## config.mk

```make
export PLATFORM = sky130hd
export DESIGN_NAME = res_collector_flat
export DESIGN_NICKNAME = d
export VERILOG_FILES = /design/src/rtl/res_collector_if.sv /design/src/rtl/res_collector.sv /design/src/flat_wrapper.sv
export SDC_FILE = /design/constraint.sdc
export NUM_CORES = 2
export LEC_CHECK = 0
export ABC_CLOCK_PERIOD_IN_PS = 2100
export CAP_MARGIN = 10
export CORE_AREA = 2 2 315 317
export DETAILED_ROUTE_END_ITERATION = 10
export DIE_AREA = 0 0 317 319
export SYNTH_ARGS = -nofsm -noshare
export SYNTH_HDL_FRONTEND = slang
export SYNTH_SLANG_ARGS = --single-unit
```

## constraint.sdc

```tcl
create_clock -name clk_i -period 2.1 [get_ports clk_i]
set_input_delay 0.42 -clock clk_i [delete_from_list [all_inputs] [get_ports clk_i]]
set_output_delay 0.42 -clock clk_i [all_outputs]
set_load 0.01 [all_outputs]
```

## src/rtl/res_collector_if.sv

```systemverilog
// ---------------------------------------------------------------------------
// res_collector_if
//
// Bundles the item-input handshake, the flush/acknowledge controls and the
// batch outputs of res_collector into one interface.
//
//   in_valid_i   : result item present on in_data_i
//   in_data_i    : result item from the compute stage (ITEM_WIDTH bits)
//   in_ready_o   : collector can accept an item this cycle
//   flush_i      : close the current partial batch early
//   batch_ack_i  : consumer has read the completed batch
//   batch_done_o : completed batch available
//   batch_data_o : packed batch, item k at [k*ITEM_WIDTH +: ITEM_WIDTH]
//   count_o      : number of items in the current batch
//   checksum_o   : 16-bit running sum of the batch (only with
//                  RES_COLLECTOR_CHECKSUM_EN defined)
//
// Modports:
//   master : the producer/consumer side driving items, flush and ack
//   slave  : the collector itself
// ---------------------------------------------------------------------------
interface res_collector_if #(
    parameter int NUM        = 100,
    parameter int ITEM_WIDTH = 8
);
    localparam int CW = $clog2(NUM + 1);

    logic                      in_valid_i;
    logic [ITEM_WIDTH-1:0]     in_data_i;
    logic                      in_ready_o;
    logic                      flush_i;
    logic                      batch_ack_i;
    logic                      batch_done_o;
    logic [NUM*ITEM_WIDTH-1:0] batch_data_o;
    logic [CW-1:0]             count_o;
`ifdef RES_COLLECTOR_CHECKSUM_EN
    logic [15:0]               checksum_o;
`endif

    modport master (
        output in_valid_i,
        output in_data_i,
        output flush_i,
        output batch_ack_i,
        input  in_ready_o,
        input  batch_done_o,
        input  batch_data_o,
        input  count_o
`ifdef RES_COLLECTOR_CHECKSUM_EN
        ,
        input  checksum_o
`endif
    );

    modport slave (
        input  in_valid_i,
        input  in_data_i,
        input  flush_i,
        input  batch_ack_i,
        output in_ready_o,
        output batch_done_o,
        output batch_data_o,
        output count_o
`ifdef RES_COLLECTOR_CHECKSUM_EN
        ,
        output checksum_o
`endif
    );

endinterface

```

## src/rtl/res_collector.sv

```systemverilog
// ---------------------------------------------------------------------------
// res_collector
//
// Collects NUM result items of ITEM_WIDTH bits into one packed batch. Items
// are written to consecutive slots while collecting; the batch is closed
// either when the last slot is filled or early by flush_i, and is then held
// (in_ready_o low, batch_done_o high) until the consumer acknowledges it.
//
// Ports:
//   clk_i   : single clock, all logic on the rising edge
//   reset_i : synchronous, active-high reset
//   bus     : res_collector_if.slave (item handshake, flush, ack, batch out)
//
// Optional feature:
//   RES_COLLECTOR_CHECKSUM_EN - when defined, adds bus.checksum_o, the
//   modulo-2^16 sum of all items accepted into the current batch.
// ---------------------------------------------------------------------------
module res_collector #(
    parameter int NUM        = 100,
    parameter int ITEM_WIDTH = 8
) (
    input  logic           clk_i,
    input  logic           reset_i,
    res_collector_if.slave bus
);

    localparam int            CW        = $clog2(NUM + 1);
    localparam logic [CW-1:0] LAST_SLOT = CW'(NUM - 1);

    typedef enum logic {
        COLLECT = 1'b0,
        FULL    = 1'b1
    } state_t;

    state_t                    state_q;
    state_t                    state_d;
    logic [CW-1:0]             count_q;
    logic [NUM*ITEM_WIDTH-1:0] batch_data_q;
    logic                      accept;
    logic                      ack_batch;
`ifdef RES_COLLECTOR_CHECKSUM_EN
    logic [15:0]               checksum_q;
`endif

    // Next-state and handshake outputs. Outputs depend only on the state,
    // so the consumer sees batch_done_o one cycle after the closing edge.
    always_comb begin
        state_d          = state_q;
        accept           = 1'b0;
        ack_batch        = 1'b0;
        bus.in_ready_o   = 1'b0;
        bus.batch_done_o = 1'b0;

        case (state_q)
            COLLECT: begin
                bus.in_ready_o = 1'b1;
                accept         = bus.in_valid_i;
                // Filling the last slot closes the batch; a flush closes it
                // only if it holds something, counting an item taken now.
                if (accept && (count_q == LAST_SLOT)) begin
                    state_d = FULL;
                end else if (bus.flush_i && ((count_q != '0) || accept)) begin
                    state_d = FULL;
                end
            end
            FULL: begin
                bus.batch_done_o = 1'b1;
                ack_batch        = bus.batch_ack_i;
                if (bus.batch_ack_i) begin
                    state_d = COLLECT;
                end
            end
            default: begin
                state_d = COLLECT;
            end
        endcase
    end

    always_ff @(posedge clk_i) begin
        if (reset_i) begin
            state_q <= COLLECT;
        end else begin
            state_q <= state_d;
        end
    end

    // Slot storage and item count. Slots are not cleared on acknowledge:
    // the previous batch stays visible until new items overwrite it.
    always_ff @(posedge clk_i) begin
        if (reset_i) begin
            count_q      <= '0;
            batch_data_q <= '0;
        end else begin
            if (accept) begin
                count_q <= count_q + 1'b1;
            end else if (ack_batch) begin
                count_q <= '0;
            end
            for (int k = 0; k < NUM; k++) begin
                if (accept && (count_q == CW'(k))) begin
                    batch_data_q[k*ITEM_WIDTH +: ITEM_WIDTH] <= bus.in_data_i;
                end
            end
        end
    end

`ifdef RES_COLLECTOR_CHECKSUM_EN
    // Running sum of the batch; wraps naturally at 16 bits.
    always_ff @(posedge clk_i) begin
        if (reset_i) begin
            checksum_q <= '0;
        end else if (accept) begin
            checksum_q <= checksum_q + 16'(bus.in_data_i);
        end else if (ack_batch) begin
            checksum_q <= '0;
        end
    end

    assign bus.checksum_o = checksum_q;
`endif

    assign bus.count_o      = count_q;
    assign bus.batch_data_o = batch_data_q;

endmodule

```

## src/flat_wrapper.sv

```systemverilog
// flat-port wrapper written by rule: the top's interface ports become plain ports
module res_collector_flat 
#(
    parameter int NUM        = 100,
    parameter int ITEM_WIDTH = 8
)
  (clk_i, reset_i, bus_in_valid_i, bus_in_data_i, bus_flush_i, bus_batch_ack_i, bus_in_ready_o, bus_batch_done_o, bus_batch_data_o, bus_count_o);
  res_collector_if #(.NUM(NUM), .ITEM_WIDTH(ITEM_WIDTH)) bus_i ();
  input  logic clk_i;
  input  logic reset_i;
  input wire logic [$bits(bus_i.in_valid_i)-1:0] bus_in_valid_i;
  input wire logic [$bits(bus_i.in_data_i)-1:0] bus_in_data_i;
  input wire logic [$bits(bus_i.flush_i)-1:0] bus_flush_i;
  input wire logic [$bits(bus_i.batch_ack_i)-1:0] bus_batch_ack_i;
  output wire logic [$bits(bus_i.in_ready_o)-1:0] bus_in_ready_o;
  output wire logic [$bits(bus_i.batch_done_o)-1:0] bus_batch_done_o;
  output wire logic [$bits(bus_i.batch_data_o)-1:0] bus_batch_data_o;
  output wire logic [$bits(bus_i.count_o)-1:0] bus_count_o;
  assign bus_i.in_valid_i = bus_in_valid_i;
  assign bus_i.in_data_i = bus_in_data_i;
  assign bus_i.flush_i = bus_flush_i;
  assign bus_i.batch_ack_i = bus_batch_ack_i;
  assign bus_in_ready_o = bus_i.in_ready_o;
  assign bus_batch_done_o = bus_i.batch_done_o;
  assign bus_batch_data_o = bus_i.batch_data_o;
  assign bus_count_o = bus_i.count_o;
  res_collector #(.NUM(NUM), .ITEM_WIDTH(ITEM_WIDTH)) u_core (.clk_i(clk_i), .reset_i(reset_i), .bus(bus_i));
endmodule
```

# Yosys cells after proc, flatten, opt, wreduce, memory -nomap -nowiden
# Index checks and enable logic that the tools add are counted.
[word_totals] ff_bits=808
[classes] add_sub_neg=1 eq_ne=99 muxes=10 bitwise_logic=1 n_reduce_logical=106
[ops] op="== test 7 bit, second input constant" count=36
[ops] op="== test 7 x 6 -> 1 bit, second input constant" count=32
[ops] op="== test 7 x 5 -> 1 bit, second input constant" count=16
[ops] op="logical AND 1 bit" count=102
[ops] op="== test 7 x 4 -> 1 bit, second input constant" count=8
[ops] op="== test 7 x 3 -> 1 bit, second input constant" count=4
[ops] op="== test 7 x 2 -> 1 bit, second input constant" count=2
[ops] op="two-way mux 7 bit" count=2
[ops] op="adder 7 x 1 -> 7 bit, second input constant" count=1
[ops] op="== test 7 x 1 -> 1 bit, second input constant" count=1
[ops] op="logical NOT 7 bit" count=1
[ops] op="two-way mux 1 bit" count=7
[ops] op="nonzero test 7 bit" count=1
[ops] op="one-hot mux 1 bit (2 select lines)" count=1
[ops] op="nonzero test 2 bit" count=1
[ops] op="logical OR 1 bit" count=1
[ops] op="inverter 1 bit" count=1

# Depth between registers and ports, before layout
[depth] ltp_word=6 mapped_depth=8 mapped_depth_nobuf=5

# Worst setup path before layout
# OpenSTA, ideal clock, no wires.
[synth_path] path_kind="reg2reg" from="register u_core.count_q[0], in the netlist u_core.bus.count_o[0]" to="register u_core.batch_data_q[599], in the netlist u_core.bus.batch_data_o[599]" setup_time_ns=0.132 arrival_time_ns=1.837 required_ns=1.968 path_slack_ns=0.131 stages_incl_launch_ff=8 path_cell_list="dfxtp_1 > inv_1 > ha_1 > clkbuf_1 > nor4bb_1 > buf_2 > nand2_2 > mux2i_1"
[synth_via] elab_chain_cells=2
[synth_rtl] item="start: declaration" line="res_collector.sv:37" rtl="logic [CW-1:0] count_q;"
[synth_rtl] item="start signal: assignment" line="res_collector.sv:95" rtl="count_q <= count_q + 1'b1;"
[synth_rtl] item="== test 7 bit" line="res_collector.sv:100" rtl="if (accept && (count_q == CW'(k))) begin"
[synth_rtl] item="logical AND 1 bit" line="res_collector.sv:100"
[synth_rtl] item="end signal: indexed assignment" line="res_collector.sv:101" rtl="batch_data_q[k*ITEM_WIDTH +: ITEM_WIDTH] <= bus.in_data_i;"
[synth_rtl] item="end: declaration" line="res_collector.sv:38" rtl="logic [NUM*ITEM_WIDTH-1:0] batch_data_q;"
# No other way between the ends.
# A chain may end at the register's enable or synchronous reset.

# Worst setup path after layout
[layout_path] from="register u_core.batch_data_q[663], in the netlist u_core.bus.batch_data_o[663]" to="output bus_batch_data_o[663]"
[layout_lines] item="end: declaration" line="flat_wrapper.sv:17" rtl="output wire logic [$bits(bus_i.batch_data_o)-1:0] bus_batch_data_o;"
# No word-level cell between the ends.

==> impl_metrics.env <==
export IMPL_dieArea_mm2=0.101
export IMPL_ys_async_sr_fraction_pct=0
export IMPL_drt_iter0_markers=3367
export IMPL_routed_wl_um=134000
export IMPL_grt_pass1_wl_um=194000
export IMPL_ant_nets=0
export IMPL_max_vdd_ir_drop_mv=0.651
export IMPL_end_kind="primary output"
export IMPL_viasPerCell=5.34
export IMPL_path_class="register to primary output"
export IMPL_r2r_end="u_core.bus.batch_data_o[557]"
export IMPL_slowest_delay_ps=640
export IMPL_syn_inst=3502
export IMPL_tns_ps=0
export IMPL_area_growth_pct=43.9
export IMPL_fp_dieW_um=317
export IMPL_pin_count=822
export IMPL_max_slew_margin_rel_pct=62.6
export IMPL_worstSetupStartpointType="register"
export IMPL_vias=29514
export IMPL_clkTransAtPathRegs_ps=60
export IMPL_cts_root_buf="clkbuf_16"
export IMPL_grt_max_degree=104
export IMPL_ys_ff_latch=808
export IMPL_ctsHoldBuffers=0
export IMPL_synth_edf_count=0
export IMPL_finalCritPeriodShare_pct=97.6
export IMPL_hold_path_class="primary input to register"
export IMPL_final_nets=4183
export IMPL_cts_tree="built"
export IMPL_synth_seq_area_share_pct=51.3
export IMPL_drive_gt1_share_pct=9.81
export IMPL_clock_skew_ps=27.6
export IMPL_critPathMaxFanout=2
export IMPL_overflow=0
export IMPL_synth_distinct_cells=42
export IMPL_post_route_drc_count=0
export IMPL_multi_input_area_mm2=0.0138
export IMPL_grtUsageTotal_pct=25.3
export IMPL_crit_end="bus_batch_data_o[663]"
export IMPL_syn_avg_cell_area_um2=9.00
export IMPL_start_util_pct=32.3
export IMPL_reg2regPathDepth=7
export IMPL_crit_path_top_delay_cell="clkdlybuf4s50_1"
export IMPL_cap_violations=0
export IMPL_period_minus_slack_ps=2050
export IMPL_rsz0062_at_grt="true"
export IMPL_p_per_area_mw_per_mm2=737
export IMPL_cp_depth=1
export IMPL_hpwl_um=87600
export IMPL_critPathBufInv=1
export IMPL_fp_row_count=115
export IMPL_ctsLongestPathBuffers=3
export IMPL_fillers=9272
export IMPL_cellLeakagePower_uw=0.0169
export IMPL_worst_r2r_setup_slack_ps=140
export IMPL_portBuffers=821
export IMPL_wl_per_cell_um=24.2
export IMPL_fin_util_pct=46.4
export IMPL_hold_violations=0
export IMPL_seqCellArea_mm2=0.0162
export IMPL_cp_top_family="buffers and inverters"
export IMPL_r2r_start="u_core.bus.count_o[0]"
export IMPL_clock_sinks=808
export IMPL_cp_arrival_ps=1630
export IMPL_tightest_slew_ps=560
export IMPL_firstDrtPassIters=5
export IMPL_antenna_found_initial=3
export IMPL_clk_latency_ps=670
export IMPL_gp_congestion=0.811
export IMPL_setup_viol=0
export IMPL_die_height_um=319
export IMPL_fmax_mhz=488
export IMPL_synth_nets=3519
export IMPL_slew_violations=0
export IMPL_cts_made_buffers=89
export IMPL_ys_flop_type="dfxtp_1"
export IMPL_cp_required_ps=1680
export IMPL_grt_pass1_vias=27990
export IMPL_htree_levels=3
export IMPL_yosys_warnings=0
export IMPL_synth_area_mm2=0.0315
export IMPL_cp_startpoint="u_core.bus.batch_data_o[663]"
export IMPL_crit_chain="clkdlybuf4s50_1"
export IMPL_n_antenna_cell=0
export IMPL_status="completed"
export IMPL_core_area_mm2=0.0977
## cell usage after synthesis (2+ instances only)
| master | number | share of area, % |
|---|---|---|
| buf_1 | 7 | 0.083 |
| a21oi_1 | 525 | 8.3 |
| o311ai_0 | 2 | 0.056 |
| o211ai_1 | 2 | 0.048 |
| buf_4 | 6 | 0.14 |
| ha_1 | 4 | 0.16 |
| nand4bb_1 | 11 | 0.39 |
| nor4b_4 | 2 | 0.15 |
| or4b_2 | 2 | 0.063 |
| or3_1 | 2 | 0.040 |
| nand4_2 | 3 | 0.12 |
| inv_1 | 4 | 0.048 |
| nand2_1 | 12 | 0.14 |
| nand3_1 | 516 | 8.2 |
| nor2b_1 | 3 | 0.060 |
| nand2b_1 | 291 | 5.8 |
| nand4_4 | 3 | 0.20 |
| nor2_1 | 2 | 0.024 |
| nor4b_1 | 2 | 0.056 |
| and4bb_2 | 3 | 0.12 |
| o21ai_0 | 520 | 8.3 |
| and2_1 | 2 | 0.040 |
| nand4b_1 | 14 | 0.39 |
| nand4_1 | 8 | 0.16 |
| clkbuf_1 | 307 | 3.7 |
| mux2i_1 | 281 | 8.9 |
| and4b_1 | 10 | 0.32 |
| or4_1 | 2 | 0.048 |
| nand2_2 | 16 | 0.32 |
| dfxtp_1 | 808 | 51 |
| buf_2 | 112 | 1.8 |
| nor4bb_1 | 10 | 0.32 |
## worst min path at each step
stage                            startpoint  depth (start not counted)  slack (ps)                            to
2_1_floorplan  u_core.bus.batch_data_o[317]                          2         490  u_core.bus.batch_data_o[317]
3_3_place_gp   u_core.bus.batch_data_o[125]                          2         460  u_core.bus.batch_data_o[125]
3_5_place_dp   u_core.bus.batch_data_o[544]                          2         460  u_core.bus.batch_data_o[544]
4_1_cts                    bus_in_data_i[5]                          3         100   u_core.bus.batch_data_o[69]
5_1_grt                    bus_in_data_i[5]                          3         140   u_core.bus.batch_data_o[13]
6_report                   bus_in_data_i[5]                          3         160   u_core.bus.batch_data_o[13]
## layer usage
| metal | vias up | wire [um] | global-route usage, % |
|---|---|---|---|
| met1 | 14313 | 53900 | 31.6 |
| met3 | 239 | 12600 | 7.71 |
| met2 | 1347 | 61800 | 40.3 |
| met4 | 2 | 5690 | 10.6 |
| li1 | 13613 | - | - |
| met5 | - | 13 | 0 |
## flip-flops by register name, indices dropped and copies added, names as in the netlist
name                     flops
u_core.bus.batch_data_o    800
u_core.bus.count_o           7
u_core.state_q               1
## cell families (layout without fill, tap and decap cells)
group,Yosys count,count (layout),synth area share (%)
buffers and inverters,436,1173,5.71
flip-flops,808,808,51.3
AND/OR/NAND/NOR,919,919,17.1
AO/OA/AOI/OAI,1054,1054,16.8
multiplexers,281,281,8.92
adder cells (fa/ha/maj),4,4,0.159
## through the flow
step                      total power (uW)  instance area, um2  cells  hold WS (ps)  setup WS (ps)
after detailed placement             17300               42300   5361           462           -441
final                                33400               45400   5526           163           49.8
after global routing                 34400               45400   5526           140          -2.75
after global placement               17300               42300   5361           458           -407
after CTS                            33700               45300   5525          97.5          0.734
after floorplan                      16500               31500   3502           493            131
## cell type report
class / instances / area share [%]
inverters: 4 / 0.0331
repair buffers: 1005 / 23.5
clock buffers: 133 / 5.81
well taps: 1287 / 3.55
flip-flops and latches: 808 / 35.7
clock inverters: 31 / 0.938
multi-input cells: 2258 / 30.5
## worst min-delay path, cell delays in order
cell	delay, ps
buf_4	190
nand3_1	100
a21oi_1	50
## layout by cell type (no fill, tap or decap), types with 10 or more instances in the layout
| cell | count |
|---|---|
| buf_12 | 88 |
| buf_4 | 101 |
| mux2i_1 | 281 |
| clkbuf_16 | 90 |
| nand2_1 | 12 |
| nand2b_1 | 283 |
| clkbuf_8 | 22 |
| nand4b_1 | 14 |
| clkbuf_1 | 21 |
| nand2_2 | 16 |
| o21ai_0 | 520 |
| clkinv_2 | 12 |
| nor4bb_4 | 10 |
| clkdlybuf4s50_1 | 762 |
| nand3_1 | 516 |
| dlygate4sd2_1 | 38 |
| dfxtp_1 | 799 |
| a21oi_1 | 525 |
## timing repair
action | 4_1_cts | 5_1_grt
setup endpoints to repair | 61 | 101
gates resized for setup | 60 | 14
pin swaps | 0 | 2
gates cloned | 0 | 0
buffers inserted | 0 | 1
## where the power goes
group | internal [uW] | total [uW] | switching [uW]
Sequential | 15300 | 15400 | 20.4
Clock | 9710 | 16500 | 6750
Combinational | 488 | 1610 | 1120
(Power assumes the default switching activity.)
